==> src/rtl/sdram_write.sv <==
// ---------------------------------------------------------------------------
// sdram_write -- write-side command sequencer of the SDRAM controller.
//
// On wr_trig the block requests the bus from the arbiter, activates a row of
// bank 0 and streams back-to-back burst-4 WRITE commands over the whole
// 512-column row, for ROW_NUM rows starting at row 0. At each burst boundary
// it yields to a pending auto-refresh. It precharges and hands the bus back,
// then resumes at the same row and next burst once the bus is granted again.
//
// Parameters
//   ROW_NUM  rows written per job (1..8192)
//   T_RCD    ACTIVE-to-WRITE spacing in cycles (>= 2)
//   T_RP     PRECHARGE-to-next-command spacing in cycles (>= 2)
//
// Ports
//   sclk         controller clock
//   reset        synchronous, active-low reset (aborts any job)
//   wr_trig      start a write job (sampled only in IDLE)
//   wr_en        arbiter grant (sampled only in REQ)
//   ref_req      refresh pending from the refresh block
//   wr_req       bus request, high exactly while in REQ
//   flag_wr_end  one-cycle pulse when the bus is released
//   wr_data_req  read strobe to a show-ahead data FIFO, high while in WR
//   wr_data_in   write data, valid whenever wr_data_req is high
//   wr_cmd       {CS,RAS,CAS,WE}, registered
//   wr_addr      SDRAM address, registered
//   bank_addr    bank select, always bank 0
//   wr_data      DQ data, registered and aligned with wr_cmd
//
// Build option
//   SDRAM_WR_PATTERN_EN  when defined, wr_data carries an address pattern
//                        {row_cnt[6:0], burst_idx, beat} instead of the FIFO
//                        data; wr_data_in is ignored and wr_data_req stays 0.
// ---------------------------------------------------------------------------
module sdram_write #(
  parameter int ROW_NUM = 2,
  parameter int T_RCD   = 4,
  parameter int T_RP    = 4
) (
  input  logic        sclk,
  input  logic        reset,
  input  logic        wr_trig,
  input  logic        wr_en,
  input  logic        ref_req,
  output logic        wr_req,
  output logic        flag_wr_end,
  output logic        wr_data_req,
  input  logic [15:0] wr_data_in,
  output logic [3:0]  wr_cmd,
  output logic [12:0] wr_addr,
  output logic [1:0]  bank_addr,
  output logic [15:0] wr_data
);

  // One-hot state encoding.
  localparam logic [4:0] IDLE = 5'b00001;
  localparam logic [4:0] REQ  = 5'b00010;
  localparam logic [4:0] ACT  = 5'b00100;
  localparam logic [4:0] WR   = 5'b01000;
  localparam logic [4:0] PRE  = 5'b10000;

  // SDRAM commands as {CS,RAS,CAS,WE}.
  localparam logic [3:0] CMD_NOP = 4'b0111;
  localparam logic [3:0] CMD_ACT = 4'b0011;
  localparam logic [3:0] CMD_WR  = 4'b0100;
  localparam logic [3:0] CMD_PRE = 4'b0010;

  localparam int ACT_W = $clog2(T_RCD);
  localparam int PRE_W = $clog2(T_RP);

  localparam logic [ACT_W-1:0] ACT_LAST   = ACT_W'(T_RCD - 1);
  localparam logic [PRE_W-1:0] PRE_LAST   = PRE_W'(T_RP - 1);
  localparam logic [12:0]      ROW_LAST   = 13'(ROW_NUM - 1);
  localparam logic [6:0]       BURST_LAST = 7'd127;
  // A10 high selects all banks for the precharge.
  localparam logic [12:0]      PRE_ADDR   = 13'h0400;

  logic [4:0]       state;
  logic [12:0]      row_cnt;
  logic [6:0]       burst_idx;
  logic [ACT_W-1:0] act_cnt;
  logic [PRE_W-1:0] pre_cnt;
  logic [1:0]       beat;
  logic             job_done;
  logic             brk;
  logic             row_end;
  logic [15:0]      data_next;

  assign row_end   = (burst_idx == BURST_LAST);
  assign wr_req    = (state == REQ);
  assign bank_addr = 2'b00;

`ifdef SDRAM_WR_PATTERN_EN
  // Row bits plus the 9-bit column, so each beat is self-identifying.
  assign data_next   = {row_cnt[6:0], burst_idx, beat};
  assign wr_data_req = 1'b0;
`else
  assign data_next   = wr_data_in;
  assign wr_data_req = (state == WR);
`endif

  // NOTE: every register here is updated with non-blocking assignments so
  // that all decisions in a cycle see the values from before the clock edge.
  always_ff @(posedge sclk) begin
    if (!reset) begin
      state       <= IDLE;
      row_cnt     <= '0;
      burst_idx   <= '0;
      act_cnt     <= '0;
      pre_cnt     <= '0;
      beat        <= '0;
      job_done    <= 1'b0;
      brk         <= 1'b0;
      flag_wr_end <= 1'b0;
      wr_cmd      <= CMD_NOP;
      wr_addr     <= '0;
      wr_data     <= '0;
    end else begin
      // NOTE: defaulting the command and the pulse here makes every cycle
      // that issues nothing a NOP without repeating it in each branch.
      wr_cmd      <= CMD_NOP;
      flag_wr_end <= 1'b0;

      case (state)
        IDLE: begin
          if (wr_trig) begin
            row_cnt   <= '0;
            burst_idx <= '0;
            job_done  <= 1'b0;
            brk       <= 1'b0;
            state     <= REQ;
          end
        end

        REQ: begin
          if (wr_en) begin
            state <= ACT;
          end
        end

        ACT: begin
          if (act_cnt == '0) begin
            wr_cmd  <= CMD_ACT;
            wr_addr <= row_cnt;
          end
          if (act_cnt == ACT_LAST) begin
            act_cnt <= '0;
            beat    <= '0;
            state   <= WR;
          end else begin
            act_cnt <= act_cnt + 1'b1;
          end
        end

        WR: begin
          beat    <= beat + 1'b1;
          wr_data <= data_next;
          if (beat == 2'd0) begin
            // Column is burst_idx*4; A10 (inside the upper zeros) stays low
            // so there is no auto-precharge.
            wr_cmd  <= CMD_WR;
            wr_addr <= {4'b0000, burst_idx, 2'b00};
          end
          // Leaving WR only on the last beat keeps every burst whole.
          if (beat == 2'd3) begin
            burst_idx <= burst_idx + 1'b1;
            if (row_end && (row_cnt == ROW_LAST)) begin
              job_done <= 1'b1;
              state    <= PRE;
            end else if (row_end) begin
              row_cnt <= row_cnt + 1'b1;
              state   <= PRE;
            end else if (ref_req) begin
              brk   <= 1'b1;
              state <= PRE;
            end
          end
        end

        PRE: begin
          if (pre_cnt == '0) begin
            wr_cmd  <= CMD_PRE;
            wr_addr <= PRE_ADDR;
          end
          if (pre_cnt == PRE_LAST) begin
            pre_cnt <= '0;
            if (job_done) begin
              flag_wr_end <= 1'b1;
              state       <= IDLE;
            end else if (brk || ref_req) begin
              // Hand the bus back; row_cnt/burst_idx already point at the
              // resume position, and the row is re-activated after the grant.
              brk         <= 1'b0;
              flag_wr_end <= 1'b1;
              state       <= REQ;
            end else begin
              state <= ACT;
            end
          end else begin
            pre_cnt <= pre_cnt + 1'b1;
          end
        end

        default: state <= IDLE;
      endcase
    end
  end

endmodule

==> config.mk <==
export PLATFORM = sky130hd
export DESIGN_NAME = sdram_write
export DESIGN_NICKNAME = d
export VERILOG_FILES = /design/src/rtl/sdram_write.sv
export SDC_FILE = /design/constraint.sdc
export NUM_CORES = 1
export LEC_CHECK = 0
export ABC_AREA = 1
export CAP_MARGIN = 20
export CORE_MARGIN = 5
export CORE_UTILIZATION = 42
export CTS_CLUSTER_DIAMETER = 50
export DETAILED_ROUTE_END_ITERATION = 12
export GPL_TIMING_DRIVEN = 0
export PLACE_DENSITY = 0.66
export SETUP_SLACK_MARGIN = 0.4
export SYNTH_ARGS = -nofsm -noshare
export SYNTH_HDL_FRONTEND = slang
export SYNTH_SLANG_ARGS = --single-unit
==> constraint.sdc <==
create_clock -name sclk -period 3.1 [get_ports sclk]
set_clock_uncertainty 0.15 [all_clocks]
set_input_delay 0.31 -clock sclk [delete_from_list [all_inputs] [get_ports sclk]]
set_output_delay 0.31 -clock sclk [all_outputs]
set_load 0.02 [all_outputs]
==> metrics.yaml <==
worst_setup_path:
  crit_top_cell: "nor2_4"
  crit_fanout: 10
  cp.buffers_inverters: 2
  worst_path_largest_cell_delay_ns: 0.35
  path_class: "register to output pin"
  cpMaxStageDelayCell: "dfxtp_1"
  worst_ep_arrival_time_ns: 1.79
  crit_start: "state[0]"
  endpoint_kind: "output pin"
  rr_startpoint: "burst_idx[1]"
  cp_top_family: "simple AND/OR/NAND/NOR gates"
  crit_chain: "nor2_4 > nand2_1 > nor2_4 > buf_2 > dlymetal6s2s_1"
  worst_setup_path_start_kind: "register"
  cp.required_ns: 2.64
cts:
  htree_levels: 3
  cts.sinks: 66
  postCtsSetupBuffers: 0
  cts-root-buf: "clkbuf_8"
  cts_buffers: 9
  cts_buffer_depth: 2
  clkTransAtPathRegs_ns: 0.07
  post_cts_resize_count: 1
  hold_buffers: 0
  insertion_delay_ns: 0.34
  cts_tree: "done"
logic_synthesis:
  synth_cells: 518
  synth-async-reset-ratio: 0
  synth_edf_count: 0
  synth_cell_types: 33
  synth_area_um2: 3440
  ys.flop_type: "dfxtp_1"
  syn_area_per_cell_um2: 6.65
  ys_seq_area_frac: 0.384
  yosysTopAreaCell: "dfxtp_1"
  ys_top_cells_by_count: "nand2_1, nor2_1, dfxtp_1, inv_1, o21ai_0"
  ys_top_cells_by_area: "dfxtp_1, nand2_1, nor2_1, inv_1, o21ai_0"
  yosysWarnings: 0
  netlist.area_leader.share: 0.384
  synth_seq_cells: 66
sta:
  period_needed_ns: 2.25
  worst_slew_pin_slew_ns: 0.502
  drv_slew: 0
  hold_viol: 0
  setup_viol: 0
  tns_ns: 0
  whs_ns: 0.331
  grt_setup_unrepaired: "no"
  min_period_over_period: 0.725
  relSlewSlack: 0.665
  max_freq_mhz: 445
floorplan:
  io_pins: 59
  dieArea_um2: 10100
  num_rows: 33
  die_h_um: 101
  initial_utilization: 0.425
  die_x_um: 101
  core_area_um2: 8090
placed_design:
  port_buffers: 55
  dp_hpwl_um: 6590
  gp_congestion: 0.920
  place_inst: 680
drt:
  totalWireLength_um: 8590
  drtIter0Drc: 174
  remaining_drc_errors: 0
  vias: 3372
  routedWlPerCell_um: 12.4
  drt_pass1_iterations: 4
  ant_nets: 0
  via_per_inst: 4.85
global_routing:
  grt_max_degree: 11
  grt_pass1_wl_um: 14300
  met3_usage: 0.0443
  grt_pass1_vias: 3196
  overflow: 0
  grt_use_met2: 0.295
  use_met1: 0.224
  grt-busiest-layer: "met2"
  antenna_found_initial: 0
  track_usage: 0.176
final_layout:
  fin_cells: 695
  fin_nets: 616
  fill_cells: 848
  diodes: 0
  syn2layout_area_growth_pct: 25.5
  layout-drive-gt1-share: 0.0797
worst_hold_path:
  hp-class: "register to register"
  hp-start: "wr_addr[1]"
pwr:
  ir_drop_mv: 0.216
  p_leak_nw: 1.70
  powerDensity_nw_per_um2: 612
run:
  maxCapViolCount: 0
outcome:
  status: "complete, no violations"
-- path summary, 6_finish.rpt --
kind / to / slack (ns) / cells past startpoint
min reg2reg: wr_addr[1] / 0.33 / 2
max reg2reg: row_cnt[11] / 1.10 / 10
max: wr_data_req / 0.85 / 5
min: wr_addr[1] / 0.33 / 2
-- power breakdown --
group	internal, mW	total, mW	switching, mW
clock network	0.387	0.697	0.310
registers	0.934	0.996	0.0620
logic	0.362	0.952	0.591
-- flip-flops by register name (all words and copies together), names as in the netlist --
name         cells
burst_idx        7
row_cnt         13
wr_cmd           3
job_done         1
state            5
beat             2
pre_cnt          2
wr_addr         13
act_cnt          2
wr_data         16
brk              1
flag_wr_end      1
-- worst reg2reg max path, cell delays in order (launching register included) --
cell,delay [ns]
dfxtp_1,0.38
ha_1,0.22
nand3_1,0.11
nor2_1,0.14
inv_1,0.07
nor2_1,0.19
nand2_1,0.15
nand3_2,0.14
buf_4,0.19
nand2_1,0.06
a21oi_1,0.13
-- stage by stage --
stage / instance area (um^2) / setup slack, ns / util / total power [mW]
floorplan: 3450 / 1.41 / - / 1.69
global placement: 4130 / 0.661 / 0.511 / 1.95
detailed placement: 4130 / 0.655 / 0.511 / 1.97
CTS: 4320 / 0.460 / 0.534 / 2.67
global route: 4320 / 0.760 / 0.534 / 2.83
finish: 4320 / 0.853 / 0.534 / 2.65
-- layer usage --
| layer | part of all wire | routed length, um | vias up |
|---|---|---|---|
| met3 | 0.062 | 532 | 13 |
| met5 | 0 | 0 | - |
| met1 | 0.48 | 4120 | 1506 |
| met4 | 0.015 | 128 | 0 |
| li1 | - | - | 1769 |
| met2 | 0.44 | 3820 | 84 |
-- logic make-up after synthesis --
family | count (synthesis) | share of synthesized area
buf+inv | 78 | 0.0988
simple gates | 294 | 0.377
fa+ha+maj | 9 | 0.0327
compound gates | 68 | 0.101
flops | 66 | 0.384
other cells | 1 | 0.00109
xor+xnor | 2 | 0.00509
-- layout by cell type (no fill, tap or decap), types with 2 or more instances in the layout --
| cell | count |
|---|---|
| clkinv_2 | 2 |
| nor2_1 | 113 |
| nor3_1 | 5 |
| a21oi_1 | 28 |
| o21ai_0 | 35 |
| or2_1 | 2 |
| clkbuf_1 | 12 |
| nand2_2 | 2 |
| conb_1 | 3 |
| nor2_4 | 5 |
| nor2_2 | 2 |
| nand3_2 | 5 |
| clkdlybuf4s50_1 | 54 |
| o22ai_1 | 3 |
| or2_2 | 2 |
| nand2_1 | 113 |
| buf_6 | 4 |
| nand4_1 | 11 |
| ha_1 | 9 |
| buf_2 | 3 |
| clkbuf_8 | 10 |
| nand3_1 | 29 |
| buf_4 | 4 |
| inv_1 | 52 |
| xor2_1 | 2 |
| dfxtp_1 | 66 |
| inv_2 | 4 |
-- final cells by class --
| type | instances | area, um^2 | share of cell area |
|---|---|---|---|
| clock inverters | 3 | 40.0 | 0.00926 |
| repair buffers | 55 | 553 | 0.128 |
| clock buffers | 12 | 145 | 0.0336 |
| well taps | 105 | 131 | 0.0304 |
| inverters | 57 | 214 | 0.0495 |
| plain buffers | 21 | 128 | 0.0295 |
| flip-flops and latches | 66 | 1320 | 0.306 |
| multi-input cells | 376 | 1790 | 0.414 |
(Power assumes the default switching activity.)
